$ cat src/rtl/step_pulse_generator_if.sv
// Bundles the move command (counts, directions, load strobe) and the driver outputs.
// No logic of its own; latency is whatever the attached generator imposes.
// Loads are accepted only while the generator is idle; busy shows when a load would be dropped.
interface step_pulse_generator_if;
    logic        [8:0]  steps1;
    logic        [8:0]  steps2;
    logic               dir1;
    logic               dir2;
    logic               dataReady;
    logic               step1;
    logic               step2;
    logic               dirOut1;
    logic               dirOut2;
    logic               busy;
    logic               done;
    logic signed [15:0] position1;
    logic signed [15:0] position2;

    // Command source side: issues moves, observes the driver outputs.
    modport master (
        output steps1, steps2, dir1, dir2, dataReady,
        input  step1, step2, dirOut1, dirOut2, busy, done, position1, position2
    );

    // Generator side: consumes moves, produces the driver outputs.
    modport slave (
        input  steps1, steps2, dir1, dir2, dataReady,
        output step1, step2, dirOut1, dirOut2, busy, done, position1, position2
    );
endinterface

$ cat src/rtl/step_pulse_generator.sv
// Two-axis step/direction pulse generator sharing one period timer; tracks signed positions.
// Done asserts on cycle 1 + DIR_SETUP_CYCLES + max(steps1, steps2) * STEP_PERIOD_CYCLES, counting the accepting edge as cycle 1.
// No backpressure: a load is taken only in IDLE; loads arriving while busy are dropped, not queued.
module step_pulse_generator #(
    parameter int DIR_SETUP_CYCLES   = 50,
    parameter int PULSE_HIGH_CYCLES  = 100,
    parameter int STEP_PERIOD_CYCLES = 1000
) (
    input  logic                 clk,
    input  logic                 reset,
    step_pulse_generator_if.slave bus
);

    localparam int PULSE_LOW_CYCLES = STEP_PERIOD_CYCLES - PULSE_HIGH_CYCLES;
    localparam int TMAX = (DIR_SETUP_CYCLES > STEP_PERIOD_CYCLES) ? DIR_SETUP_CYCLES
                                                                   : STEP_PERIOD_CYCLES;
    // The timer only ever holds a phase length minus one.
    localparam int TW = (TMAX > 2) ? $clog2(TMAX) : 1;

    localparam logic [TW-1:0] SETUP_LOAD = TW'(DIR_SETUP_CYCLES - 1);
    localparam logic [TW-1:0] HIGH_LOAD  = TW'(PULSE_HIGH_CYCLES - 1);
    localparam logic [TW-1:0] LOW_LOAD   = TW'(PULSE_LOW_CYCLES - 1);

    // Reject parameter sets that would give zero-length or negative phases.
    if (PULSE_HIGH_CYCLES < 1) begin : g_bad_high
        $error("step_pulse_generator: PULSE_HIGH_CYCLES must be >= 1");
    end
    if (STEP_PERIOD_CYCLES <= PULSE_HIGH_CYCLES) begin : g_bad_period
        $error("step_pulse_generator: STEP_PERIOD_CYCLES must exceed PULSE_HIGH_CYCLES");
    end
    if (DIR_SETUP_CYCLES < 1) begin : g_bad_setup
        $error("step_pulse_generator: DIR_SETUP_CYCLES must be >= 1");
    end

    typedef enum logic [2:0] {
        IDLE,
        SETUP,
        PULSE_HIGH,
        PULSE_LOW,
        DONE
    } state_t;

    state_t             state_q, state_d;
    logic [TW-1:0]      timer_q, timer_d;
    logic [8:0]         rem1_q, rem1_d;
    logic [8:0]         rem2_q, rem2_d;
    logic               dir1_q, dir1_d;
    logic               dir2_q, dir2_d;
    logic               step1_q, step1_d;
    logic               step2_q, step2_d;
    logic               busy_q, busy_d;
    logic               done_q, done_d;
    logic signed [15:0] pos1_q, pos1_d;
    logic signed [15:0] pos2_q, pos2_d;

    logic               any_rem;

    assign any_rem = (rem1_q != 9'd0) || (rem2_q != 9'd0);

    // Next-state, counter, position and output decode; outputs follow the next state so they land in flops.
    always_comb begin
        state_d = state_q;
        timer_d = timer_q;
        rem1_d  = rem1_q;
        rem2_d  = rem2_q;
        dir1_d  = dir1_q;
        dir2_d  = dir2_q;
        pos1_d  = pos1_q;
        pos2_d  = pos2_q;

        case (state_q)
            IDLE: begin
                if (bus.dataReady) begin
                    rem1_d  = bus.steps1;
                    rem2_d  = bus.steps2;
                    dir1_d  = bus.dir1;
                    dir2_d  = bus.dir2;
                    timer_d = SETUP_LOAD;
                    state_d = SETUP;
                end
            end
            SETUP: begin
                if (timer_q == '0) begin
                    if (any_rem) begin
                        timer_d = HIGH_LOAD;
                        state_d = PULSE_HIGH;
                    end else begin
                        state_d = DONE;
                    end
                end else begin
                    timer_d = timer_q - TW'(1);
                end
            end
            PULSE_HIGH: begin
                if (timer_q == '0) begin
                    // Step is committed only as the high phase completes, so an
                    // interrupted pulse never reaches the position counters.
                    if (rem1_q != 9'd0) begin
                        rem1_d = rem1_q - 9'd1;
                        pos1_d = dir1_q ? pos1_q + 16'sd1 : pos1_q - 16'sd1;
                    end
                    if (rem2_q != 9'd0) begin
                        rem2_d = rem2_q - 9'd1;
                        pos2_d = dir2_q ? pos2_q + 16'sd1 : pos2_q - 16'sd1;
                    end
                    timer_d = LOW_LOAD;
                    state_d = PULSE_LOW;
                end else begin
                    timer_d = timer_q - TW'(1);
                end
            end
            PULSE_LOW: begin
                if (timer_q == '0) begin
                    if (any_rem) begin
                        timer_d = HIGH_LOAD;
                        state_d = PULSE_HIGH;
                    end else begin
                        state_d = DONE;
                    end
                end else begin
                    timer_d = timer_q - TW'(1);
                end
            end
            DONE: begin
                state_d = IDLE;
            end
            default: begin
                state_d = IDLE;
            end
        endcase

        step1_d = (state_d == PULSE_HIGH) && (rem1_d != 9'd0);
        step2_d = (state_d == PULSE_HIGH) && (rem2_d != 9'd0);
        busy_d  = (state_d != IDLE);
        done_d  = (state_d == DONE);
    end

    // State and registered outputs; reset overrides everything at the same edge.
    always_ff @(posedge clk) begin
        if (reset) begin
            state_q <= IDLE;
            timer_q <= '0;
            rem1_q  <= '0;
            rem2_q  <= '0;
            dir1_q  <= 1'b0;
            dir2_q  <= 1'b0;
            step1_q <= 1'b0;
            step2_q <= 1'b0;
            busy_q  <= 1'b0;
            done_q  <= 1'b0;
            pos1_q  <= '0;
            pos2_q  <= '0;
        end else begin
            state_q <= state_d;
            timer_q <= timer_d;
            rem1_q  <= rem1_d;
            rem2_q  <= rem2_d;
            dir1_q  <= dir1_d;
            dir2_q  <= dir2_d;
            step1_q <= step1_d;
            step2_q <= step2_d;
            busy_q  <= busy_d;
            done_q  <= done_d;
            pos1_q  <= pos1_d;
            pos2_q  <= pos2_d;
        end
    end

    assign bus.step1     = step1_q;
    assign bus.step2     = step2_q;
    assign bus.dirOut1   = dir1_q;
    assign bus.dirOut2   = dir2_q;
    assign bus.busy      = busy_q;
    assign bus.done      = done_q;
    assign bus.position1 = pos1_q;
    assign bus.position2 = pos2_q;

endmodule
$ cat src/flat_wrapper.sv
// flat-port wrapper written by rule: the top's interface ports become plain ports
module step_pulse_generator_flat 
#(
    parameter int DIR_SETUP_CYCLES   = 50,
    parameter int PULSE_HIGH_CYCLES  = 100,
    parameter int STEP_PERIOD_CYCLES = 1000
)
  (clk, reset, bus_steps1, bus_steps2, bus_dir1, bus_dir2, bus_dataReady, bus_step1, bus_step2, bus_dirOut1, bus_dirOut2, bus_busy, bus_done, bus_position1, bus_position2);
  step_pulse_generator_if bus_i ();
  input  logic clk;
  input  logic reset;
  input wire logic [$bits(bus_i.steps1)-1:0] bus_steps1;
  input wire logic [$bits(bus_i.steps2)-1:0] bus_steps2;
  input wire logic [$bits(bus_i.dir1)-1:0] bus_dir1;
  input wire logic [$bits(bus_i.dir2)-1:0] bus_dir2;
  input wire logic [$bits(bus_i.dataReady)-1:0] bus_dataReady;
  output wire logic [$bits(bus_i.step1)-1:0] bus_step1;
  output wire logic [$bits(bus_i.step2)-1:0] bus_step2;
  output wire logic [$bits(bus_i.dirOut1)-1:0] bus_dirOut1;
  output wire logic [$bits(bus_i.dirOut2)-1:0] bus_dirOut2;
  output wire logic [$bits(bus_i.busy)-1:0] bus_busy;
  output wire logic [$bits(bus_i.done)-1:0] bus_done;
  output wire logic [$bits(bus_i.position1)-1:0] bus_position1;
  output wire logic [$bits(bus_i.position2)-1:0] bus_position2;
  assign bus_i.steps1 = bus_steps1;
  assign bus_i.steps2 = bus_steps2;
  assign bus_i.dir1 = bus_dir1;
  assign bus_i.dir2 = bus_dir2;
  assign bus_i.dataReady = bus_dataReady;
  assign bus_step1 = bus_i.step1;
  assign bus_step2 = bus_i.step2;
  assign bus_dirOut1 = bus_i.dirOut1;
  assign bus_dirOut2 = bus_i.dirOut2;
  assign bus_busy = bus_i.busy;
  assign bus_done = bus_i.done;
  assign bus_position1 = bus_i.position1;
  assign bus_position2 = bus_i.position2;
  step_pulse_generator #(.DIR_SETUP_CYCLES(DIR_SETUP_CYCLES), .PULSE_HIGH_CYCLES(PULSE_HIGH_CYCLES), .STEP_PERIOD_CYCLES(STEP_PERIOD_CYCLES)) u_core (.clk(clk), .reset(reset), .bus(bus_i));
endmodule
$ cat config.mk
export PLATFORM = sky130hd
export DESIGN_NAME = step_pulse_generator_flat
export DESIGN_NICKNAME = d
export VERILOG_FILES = /design/src/rtl/step_pulse_generator_if.sv /design/src/rtl/step_pulse_generator.sv /design/src/flat_wrapper.sv
export SDC_FILE = /design/constraint.sdc
export NUM_CORES = 1
export LEC_CHECK = 0
export BUFFER_PORTS_ARGS = -buffer_cell sky130_fd_sc_hd__clkbuf_2
export CAP_MARGIN = 20
export CORE_MARGIN = 2
export CORE_UTILIZATION = 55
export DETAILED_ROUTE_END_ITERATION = 12
export GPL_ROUTABILITY_DRIVEN = 0
export PLACE_DENSITY = 0.87
export SLEW_MARGIN = 20
export SYNTH_ARGS = -nofsm -noshare
export SYNTH_HDL_FRONTEND = slang
export SYNTH_SLANG_ARGS = --single-unit
$ cat constraint.sdc
create_clock -name clk -period 3.4 [get_ports clk]
set_clock_uncertainty 0.15 [all_clocks]
set_input_delay 0.34 -clock clk [delete_from_list [all_inputs] [get_ports clk]]
set_output_delay 0.34 -clock clk [all_outputs]
set_load 0.1 [all_outputs]
==> results of run 1 <==
[logic make-up (layout without fill, tap and decap cells)]
group	after synthesis	after routing	synth area share, %
multiplexers	1	1	0.2448
adder cells (fa/ha/maj)	34	34	9.576
AO/OA/AOI/OAI	169	169	24.32
XOR/XNOR	24	24	4.570
AND/OR/NAND/NOR	244	244	27.39
buffers and inverters	40	104	3.862
flip-flops	69	69	30.03
[worst max path at each step]
stage                                to  slack (ps)
4_1_cts        u_core.bus.position2[15]         480
3_5_place_dp   u_core.bus.position2[15]         550
5_1_grt        u_core.bus.position2[15]         220
6_report       u_core.bus.position2[15]         440
2_1_floorplan  u_core.bus.position2[15]         120
3_3_place_gp   u_core.bus.position2[15]         590
[placed cells by master, fill, tap and decap left out, types with 4 or more instances in the layout]
cell type | Yosys | final
xor2_1 | 5 | 5
a211oi_1 | 11 | 11
o21ai_0 | 25 | 25
clkbuf_2 | 1 | 60
dfxtp_1 | 69 | 67
and3_1 | 9 | 9
clkbuf_8 | 0 | 9
a221o_1 | 4 | 4
and2_1 | 8 | 8
o21a_1 | 4 | 4
nor2_1 | 53 | 53
nor4_1 | 5 | 5
nand2_1 | 77 | 77
a31oi_1 | 15 | 15
inv_1 | 16 | 16
o211ai_1 | 10 | 10
buf_4 | 2 | 12
nor4b_1 | 4 | 4
a21oi_1 | 52 | 52
ha_1 | 32 | 32
xnor2_1 | 19 | 19
a21o_1 | 11 | 11
nor3_1 | 29 | 29
or3_1 | 8 | 8
nand3_1 | 19 | 19
[area by class of cell]
cell class	instances	area, sq um	share of cell area, %
Timing Repair Buffer	72	390.4	7.477
Tap cell	105	131.4	2.516
Multi-Input combinational cell	472	3049	58.40
Clock buffer	11	131.4	2.516
Clock inverter	5	75.07	1.438
Sequential cell	69	1384	26.50
Inverter	16	60.06	1.150
[tightest hold or removal path, delay by kind of cell]
family                 cells  cell delay, ps
AND/OR/NAND/NOR            1              50
AO/OA/AOI/OAI              1              50
buffers and inverters      1              90
[state kept, by name (all words and copies together) (netlist names), 3 cells and up]
register              cells
u_core.rem1_q             9
u_core.bus.position2     16
u_core.rem2_q             9
u_core.timer_q           10
u_core.state_q            3
u_core.bus.position1     16
[per-stage QoR]
step,power [mW],cell area [sq um]
2_1_floorplan,2.002,4602
3_3_place_gp,2.216,5015
3_5_place_dp,2.258,5015
4_1_cts,2.990,5221
5_1_grt,3.186,5221
6_report,3.009,5221
[power groups by stage]
stage	Combinational, mW	Sequential [mW]	Clock [mW]
global route	1.42	0.994	0.774
floorplan	0.899	1.10	0
finish	1.29	0.982	0.734
detailed placement	1.26	0.997	0
global placement	1.22	0.991	0
CTS	1.27	0.979	0.740
[layer usage]
metal,track usage (%),routed length (um),vias up
li1,-,-,2270
met1,33.87,5266,2188
met2,45.72,5700,162
met3,3.241,612,27
met4,11.90,270,0
met5,0,0,-
==> results.toml, run 1 <==
[global_route]
grt_pass1_vias = 4335
grt_pass1_wl_mm = 19.63
grt.overflow.total = 0
grt_antenna_before_repair = 0
grt_max_degree = 41
track_usage_pct = 26.79

[drt]
ant_nets = 0
drc = 0
wl_per_cell_um = 15.80
routed_via_density = 6.196
vias = 4647
firstDrtPassIters = 5
drt-total-wl_mm = 11.85
drt_iter0_markers = 251

[logic_synthesis]
synth_most_common_cell = "nand2_1"
ys_warn_count = 0
ys_seq_area_share_pct = 30.03
synth_edf_count = 0
ys.flop_type = "dfxtp_1"
synth_top_area_cell = "dfxtp_1"
synth_nets = 638
async_flop_share_pct = 0
synth.cells.most_frequent = "77 x nand2_1, 69 x dfxtp_1, 53 x nor2_1"
syn_area_sq_um = 4599
yosys-top-cells-area = "dfxtp_1 30%, ha_1 8.7%, nand2_1 6.3%"
synth_top_area_share_pct = 30.03
synth-seq-cells = 69
postSynthCellCount = 581
synth.distinct_cells = 68
avgSynthCellArea_sq_um = 7.916

[setup_path]
path_delay_family = "compound AO/OA/AOI/OAI gates"
end_kind = "register"
cp_slowest_cell = "dfxtp_2"
cp-start-kind = "register"
reg2regPathDepth = 9
reg2reg_from = "u_core.bus.dirOut2"
cp_max_fo = 8
r2r_setup_slack_ps = 440
worstPathArrival_ps = 3040
path_depth = 9
required_ps = 3480
worst-setup-path-type = "register to register"
worst-path-buf-inv = 1
r2r-end = "u_core.bus.position2[15]"
cpPeakStageDelay_ps = 360
crit_path_cell_trace = "inv_1 -> ha_1 -> a211oi_1 -> o21a_1 -> o211ai_1 -> a31o_2 -> a21o_1 -> a311oi_1 -> mux2_1"
cp-startpoint = "u_core.bus.dirOut2"

[cells_and_area]
n_antenna_cell = 0
drive_gt1_share_pct = 17.05
fill_cells = 742
fin_cells = 750
fin_util_pct = 63.87
layout.nets = 697
syn_to_final_growth_pct = 13.52

[clock_tree]
worstSkewPairLatency_ps = 350
post-cts-setup-buffers = 0
htreeDepth = 3
hold_buffers = 0
cts_buffer_depth = 2
cts_buffers = 9
path_clk_slew_ps = 80
cts_tree = "yes"
cts-root-buf = "clkbuf_8"
cts.sinks = 69
cts_resized = 0

[timing]
finalCritPeriodShare_pct = 86.97
post-route-min-period_ps = 2957
worst_slack_ps = 443.1
worst_slew_pin_slew_ps = 868.3
slew_viol_final = 0
finalHoldViolCount = 0
rsz0062_at_grt = "false"
tns_ps = 0
slew_headroom_pct = 41.68
fmax_mhz = 338.2
setup_viol = 0
whs_ps = 70.41

[placement]
io_buffers = 60
place_ws_ps = 548.7
dp_cells = 734
dp_hpwl_mm = 8.576

[power]
ir_worst_vdd_mv = 0.3086
p_seq_share_pct = 32.6
power.density_nw_per_um2 = 576.2
p_leak_nw = 2.192
internal_power_mw = 1.768
netSwitchingFraction_pct = 41.23
combPwrFrac_pct = 43.0
switchingPower_mw = 1.240
p_clk_share_pct = 24.4

[worst_hold_path]
hold_end = "u_core.bus.dirOut1"
whs_path_depth = 3
min_path_type = "primary input to register"
hold_start = "bus_dir1"

[outcome]
outcome = "finished, final reports clean"

[floorplan]
coreArea_sq_um = 8175
die_area_sq_um = 9110
die_y_um = 95.45
io_pins = 61
rows = 33
die_x_um = 95.45
initial_utilization_pct = 56.26

[run]
maxCapViolations = 0
No activity file was read; power rests on OpenSTA's default activity.
==> run 2: changes to the inputs <==
==> constraint.sdc (replaced) <==
create_clock -name clk -period 3.4 [get_ports clk]
set_clock_uncertainty 0.15 [all_clocks]
set_input_delay 0.17 -clock clk [delete_from_list [all_inputs] [get_ports clk]]
set_output_delay 0.17 -clock clk [all_outputs]
set_load 0.1 [all_outputs]
==> run 2 against run 1 <==
  * Clock-buffer cell count increased by 1
  * Register-to-register slack got worse by 60 ps
  * First-iteration DRC count increased by 23%
  * Power about the same
  * Global-route usage increased by 0.18 points
  * Setup slack got worse by 61 ps
  * Hold slack got worse by 54 ps
  * Critical path type unchanged
  * Largest cell class unchanged
  * Largest power group unchanged
==> results.toml, run 2 (same netlist as run 1, synthesis figures left out) <==
[drt]
routed_via_density = 6.182
wl_met1_mm = 5.485
firstDrtPassIters = 7
dr_wl_met2_mm = 5.528
drt_iter0_markers = 308
highest_layer = "met4"
drc = 0
drt-total-wl_mm = 12.04
vias = 4680
met3_length_um = 737
wl_per_cell_um = 15.90
ant_nets = 0

[clock_tree]
worstSkewPairLatency_ps = 350
cts-root-buf = "clkbuf_8"
cts_resized = 0
cts_buffers = 9
cts.sinks = 69
post-cts-setup-buffers = 0
cts_buffer_depth = 2
path_clk_slew_ps = 80
htreeDepth = 3
cts_tree = "yes"

[placement]
dpl_cell_area_sq_um = 5015
dp_hpwl_mm = 8.451
io_buffers = 60
place_ws_ps = 488.0

[setup_path]
worstPathArrival_ps = 3100
path_delay_family = "compound AO/OA/AOI/OAI gates"
worst-setup-path-type = "register to register"
cp-start-kind = "register"
cpPeakStageDelay_ps = 390
end_kind = "register"
worst-path-buf-inv = 1
required_ps = 3480
r2r_setup_slack_ps = 380
crit_path_cell_trace = "inv_1 -> ha_1 -> a211oi_1 -> o21a_1 -> o211ai_1 -> a31o_2 -> a21o_1 -> a311oi_1 -> mux2_1"
cp_max_fo = 8
cp_slowest_cell = "dfxtp_2"

[floorplan]
die_area_sq_um = 9110
coreArea_sq_um = 8175
rows = 33
initial_utilization_pct = 56.26
io_pins = 61
die_y_um = 95.45
die_x_um = 95.45

[power]
combPwrFrac_pct = 43.6
power.density_nw_per_um2 = 567.8
switchingPower_mw = 1.246
p_leak_nw = 2.226
netSwitchingFraction_pct = 41.46
internal_power_mw = 1.760
ir_worst_vdd_mv = 0.2573
p_total_mw = 3.007
p_clk_share_pct = 23.8
p_seq_share_pct = 32.6

[timing]
post-route-min-period_ps = 3018
finalHoldViolCount = 0
fmax_mhz = 331.3
slew_viol_final = 0
tns_ps = 0
finalCritPeriodShare_pct = 88.76
setup_viol = 0
rsz0062_at_grt = "false"
worst_slack_ps = 382.0
worst_slew_pin_slew_ps = 756.2
slew_headroom_pct = 49.25

[global_route]
track_usage_pct = 26.97
grt_max_degree = 60
grt_antenna_before_repair = 0
grt_pass1_vias = 4203
grt.overflow.total = 0
grt_pass1_wl_mm = 19.57

[cells_and_area]
drive_gt1_share_pct = 17.18
fin_util_pct = 64.77
layout.nets = 704
final_common_cell = "nand2_1"
syn_to_final_growth_pct = 15.13
n_antenna_cell = 0
fin_area_sq_um = 5295
final_cell_mix = "77 x nand2_1, 67 x dfxtp_1, 60 x clkbuf_2"

[run]
maxCapViolations = 0

[outcome]
outcome = "finished, final reports clean"

[worst_hold_path]
min_path_type = "primary input to register"
-- run 2: cell count changes in the layout (fill, tap and decap cells not counted), sizes merged --
cell / before / now
clkbuf: 71 / 72
dlygate4sd3: 0 / 7
bufinv: 2 / 1
-- run 2: per-layer routing --
metal  vias to the layer above  GRT usage, %
met3                        32         5.534
met4                         0         9.524
met5                         -             0
met1                      2177         35.92
li1                       2285             -
met2                       186         43.37
-- run 2: worst paths after layout --
path | startpoint | cells after the start | endpoint
setup / recovery | u_core.bus.dirOut2 | 9 | u_core.bus.position2[15]
hold / removal | bus_steps2[2] | 5 | u_core.rem2_q[2]
setup reg to reg | u_core.bus.dirOut2 | 9 | u_core.bus.position2[15]
hold reg to reg | u_core.bus.position1[11] | 2 | u_core.bus.position1[11]
-- run 2: power groups by stage --
stage	Sequential, mW	Clock, mW	Combinational, mW
2_1_floorplan	1.10	0	0.899
5_1_grt	0.992	0.764	1.43
4_1_cts	0.977	0.725	1.29
3_3_place_gp	0.991	0	1.23
6_report	0.980	0.715	1.31
3_5_place_dp	0.996	0	1.27
-- run 2: repair_timing --
action,4_1_cts,5_1_grt
hold buffers,7,0
hold endpoints to repair,7,0
endpoints found under the setup margin,0,0
-- run 2: layout make-up --
class | instances | area [sq um]
Clock buffer | 12 | 165.2
Clock inverter | 4 | 45.04
Fill cell | 710 | 2880
Inverter | 16 | 60.06
Multi-Input combinational cell | 472 | 3049
Sequential cell | 69 | 1384
Tap cell | 105 | 131.4
Timing Repair Buffer | 79 | 460.4
-- run 2: metrics by stage --
stage	std cells	hold WS [ps]
final	757	16.34
after CTS	757	19.72
after global placement	734	256.4
after detailed placement	734	255.2
after global routing	757	21.36
after floorplan	581	111.6
-- run 2: worst register-to-register path, stage by stage, from the launching register on --
cell and delay (ps):
dfxtp_2 390, inv_1 160, ha_1 330, a211oi_1 380, o21a_1 220, o211ai_1 130
a31o_2 270, a21o_1 210, a311oi_1 330, mux2_1 350
==> run 3: changes to the inputs <==
==> constraint.sdc (replaced) <==
create_clock -name clk -period 3.4 [get_ports clk]
set_clock_uncertainty 0.15 [all_clocks]
set_input_delay 0.85 -clock clk [delete_from_list [all_inputs] [get_ports clk]]
set_output_delay 0.85 -clock clk [all_outputs]
set_load 0.1 [all_outputs]
==> run 3 against run 2 <==
  * Clock-buffer cell count shrank 1
  * Critical endpoint unchanged
  * Clock power rose by 21%
  * Sequential share of layout area up 0.074 points
  * Flip-flop and latch count is the same
  * Non-clock buffer count is 6 lower
  * Final cell count is 0.79% lower
  * Cell area fell by 0.28%
  * Die area stayed put
  * First-iteration DRC count shrank 0.32%
  * Routed wire length is 0.86% lower
  * Register-to-register slack gained 90 ps
==> results.toml, run 3 (same netlist as run 1, synthesis figures left out) <==
[outcome]
outcome = "finished, final reports clean"

[clock_tree]
path_clk_slew_ps = 80
cts_buffers = 9
post-cts-setup-buffers = 0
htreeDepth = 3
cts_resized = 0
cts_buffer_depth = 2
worstSkewPairLatency_ps = 360
cts_tree = "yes"
cts-root-buf = "clkbuf_8"
cts.sinks = 69
hold_buffers = 0

[drt]
wl_per_cell_um = 15.89
drc = 0
vias = 4643
routed_via_density = 6.182
drt-total-wl_mm = 11.94
firstDrtPassIters = 5
ant_nets = 0
drt_iter0_markers = 307

[timing]
rsz0062_at_grt = "false"
fmax_mhz = 341.7
tns_ps = 0
setup_viol = 0
slew_headroom_pct = 43.52
worst_slack_ps = 473.1
worst_slew_pin_slew_ps = 840.8
whs_ps = 324.4
post-route-min-period_ps = 2927
finalCritPeriodShare_pct = 86.08
finalHoldViolCount = 0
slew_viol_final = 0

[placement]
place_ws_ps = 507.1
dp_hpwl_mm = 8.667
io_buffers = 60

[cells_and_area]
final_cell_mix = "77 x nand2_1, 67 x dfxtp_1, 60 x clkbuf_2"
n_antenna_cell = 0
fin_util_pct = 64.59
final_common_cell = "nand2_1"
drive_gt1_share_pct = 17.49
layout.nets = 698
syn_to_final_growth_pct = 14.80

[power]
ir_worst_vdd_mv = 0.2579
power.density_nw_per_um2 = 595.2
p_total_mw = 3.143
p_leak_nw = 2.215

[floorplan]
io_pins = 61
die_x_um = 95.45
die_area_sq_um = 9110
rows = 33
initial_utilization_pct = 56.26
die_y_um = 95.45
coreArea_sq_um = 8175

[global_route]
grt_max_degree = 41
grt_pass1_wl_mm = 19.29
grt_antenna_before_repair = 0
grt_pass1_vias = 4277
grt.overflow.total = 0
track_usage_pct = 26.57

[setup_path]
reg2regPathDepth = 9
worstPathArrival_ps = 3020
worst-setup-path-type = "register to register"
required_ps = 3490
cp-start-kind = "register"
cp_max_fo = 8
worst-path-buf-inv = 1
end_kind = "register"
path_depth = 9
crit_path_cell_trace = "inv_1 -> ha_1 -> a211oi_1 -> o21a_1 -> o211ai_1 -> a31o_2 -> a21o_1 -> a311oi_1 -> mux2_1"
cpPeakStageDelay_ps = 390
cp_slowest_cell = "dfxtp_2"
path_delay_family = "compound AO/OA/AOI/OAI gates"

[run]
maxCapViolations = 0

[worst_hold_path]
whs_path_depth = 2
min_path_type = "register to register"
==> run 3: tightest hold or removal path, cell delays in order, from the launching register on <==
cell and delay, ps:
dfxtp_1 330, nand2_1 60, a21oi_1 50
==> run 3: metrics by stage <==
step | instance area (sq um) | instances
2_1_floorplan | 4602 | 581
3_3_place_gp | 5022 | 735
3_5_place_dp | 5022 | 735
4_1_cts | 5280 | 751
5_1_grt | 5280 | 751
6_report | 5280 | 751
==> run 3: power by group <==
part | switching, mW | internal, mW | leakage, nW
combinational | 0.820 | 0.474 | 1.53
sequential | 0.0961 | 0.887 | 0.562
clock | 0.337 | 0.529 | 0.126
==> run 3: area by class of cell <==
cell class                      count  area, sq um
Sequential cell                    69         1384
Inverter                           16        60.06
Clock buffer                       11        151.4
Timing Repair Buffer               73        397.9
Fill cell                         707         2895
Tap cell                          105        131.4
Multi-Input combinational cell    472         3049
Clock inverter                      5        106.4
==> run 3: final timing paths <==
check	slack [ps]	end	from
setup / recovery	470	u_core.bus.position2[15]	u_core.bus.dirOut2
hold reg to reg	320	u_core.bus.position2[5]	u_core.bus.position2[5]
hold / removal	320	u_core.bus.position2[5]	u_core.bus.position2[5]
setup reg to reg	470	u_core.bus.position2[15]	u_core.bus.dirOut2
==> run 3: routing by layer <==
| layer | share of wire [%] | track usage [%] |
|---|---|---|
| met1 | 44 | 33.20 |
| met2 | 47 | 43.60 |
| met3 | 7.3 | 5.059 |
| met4 | 2.4 | 13.45 |
| met5 | 0 | 0 |
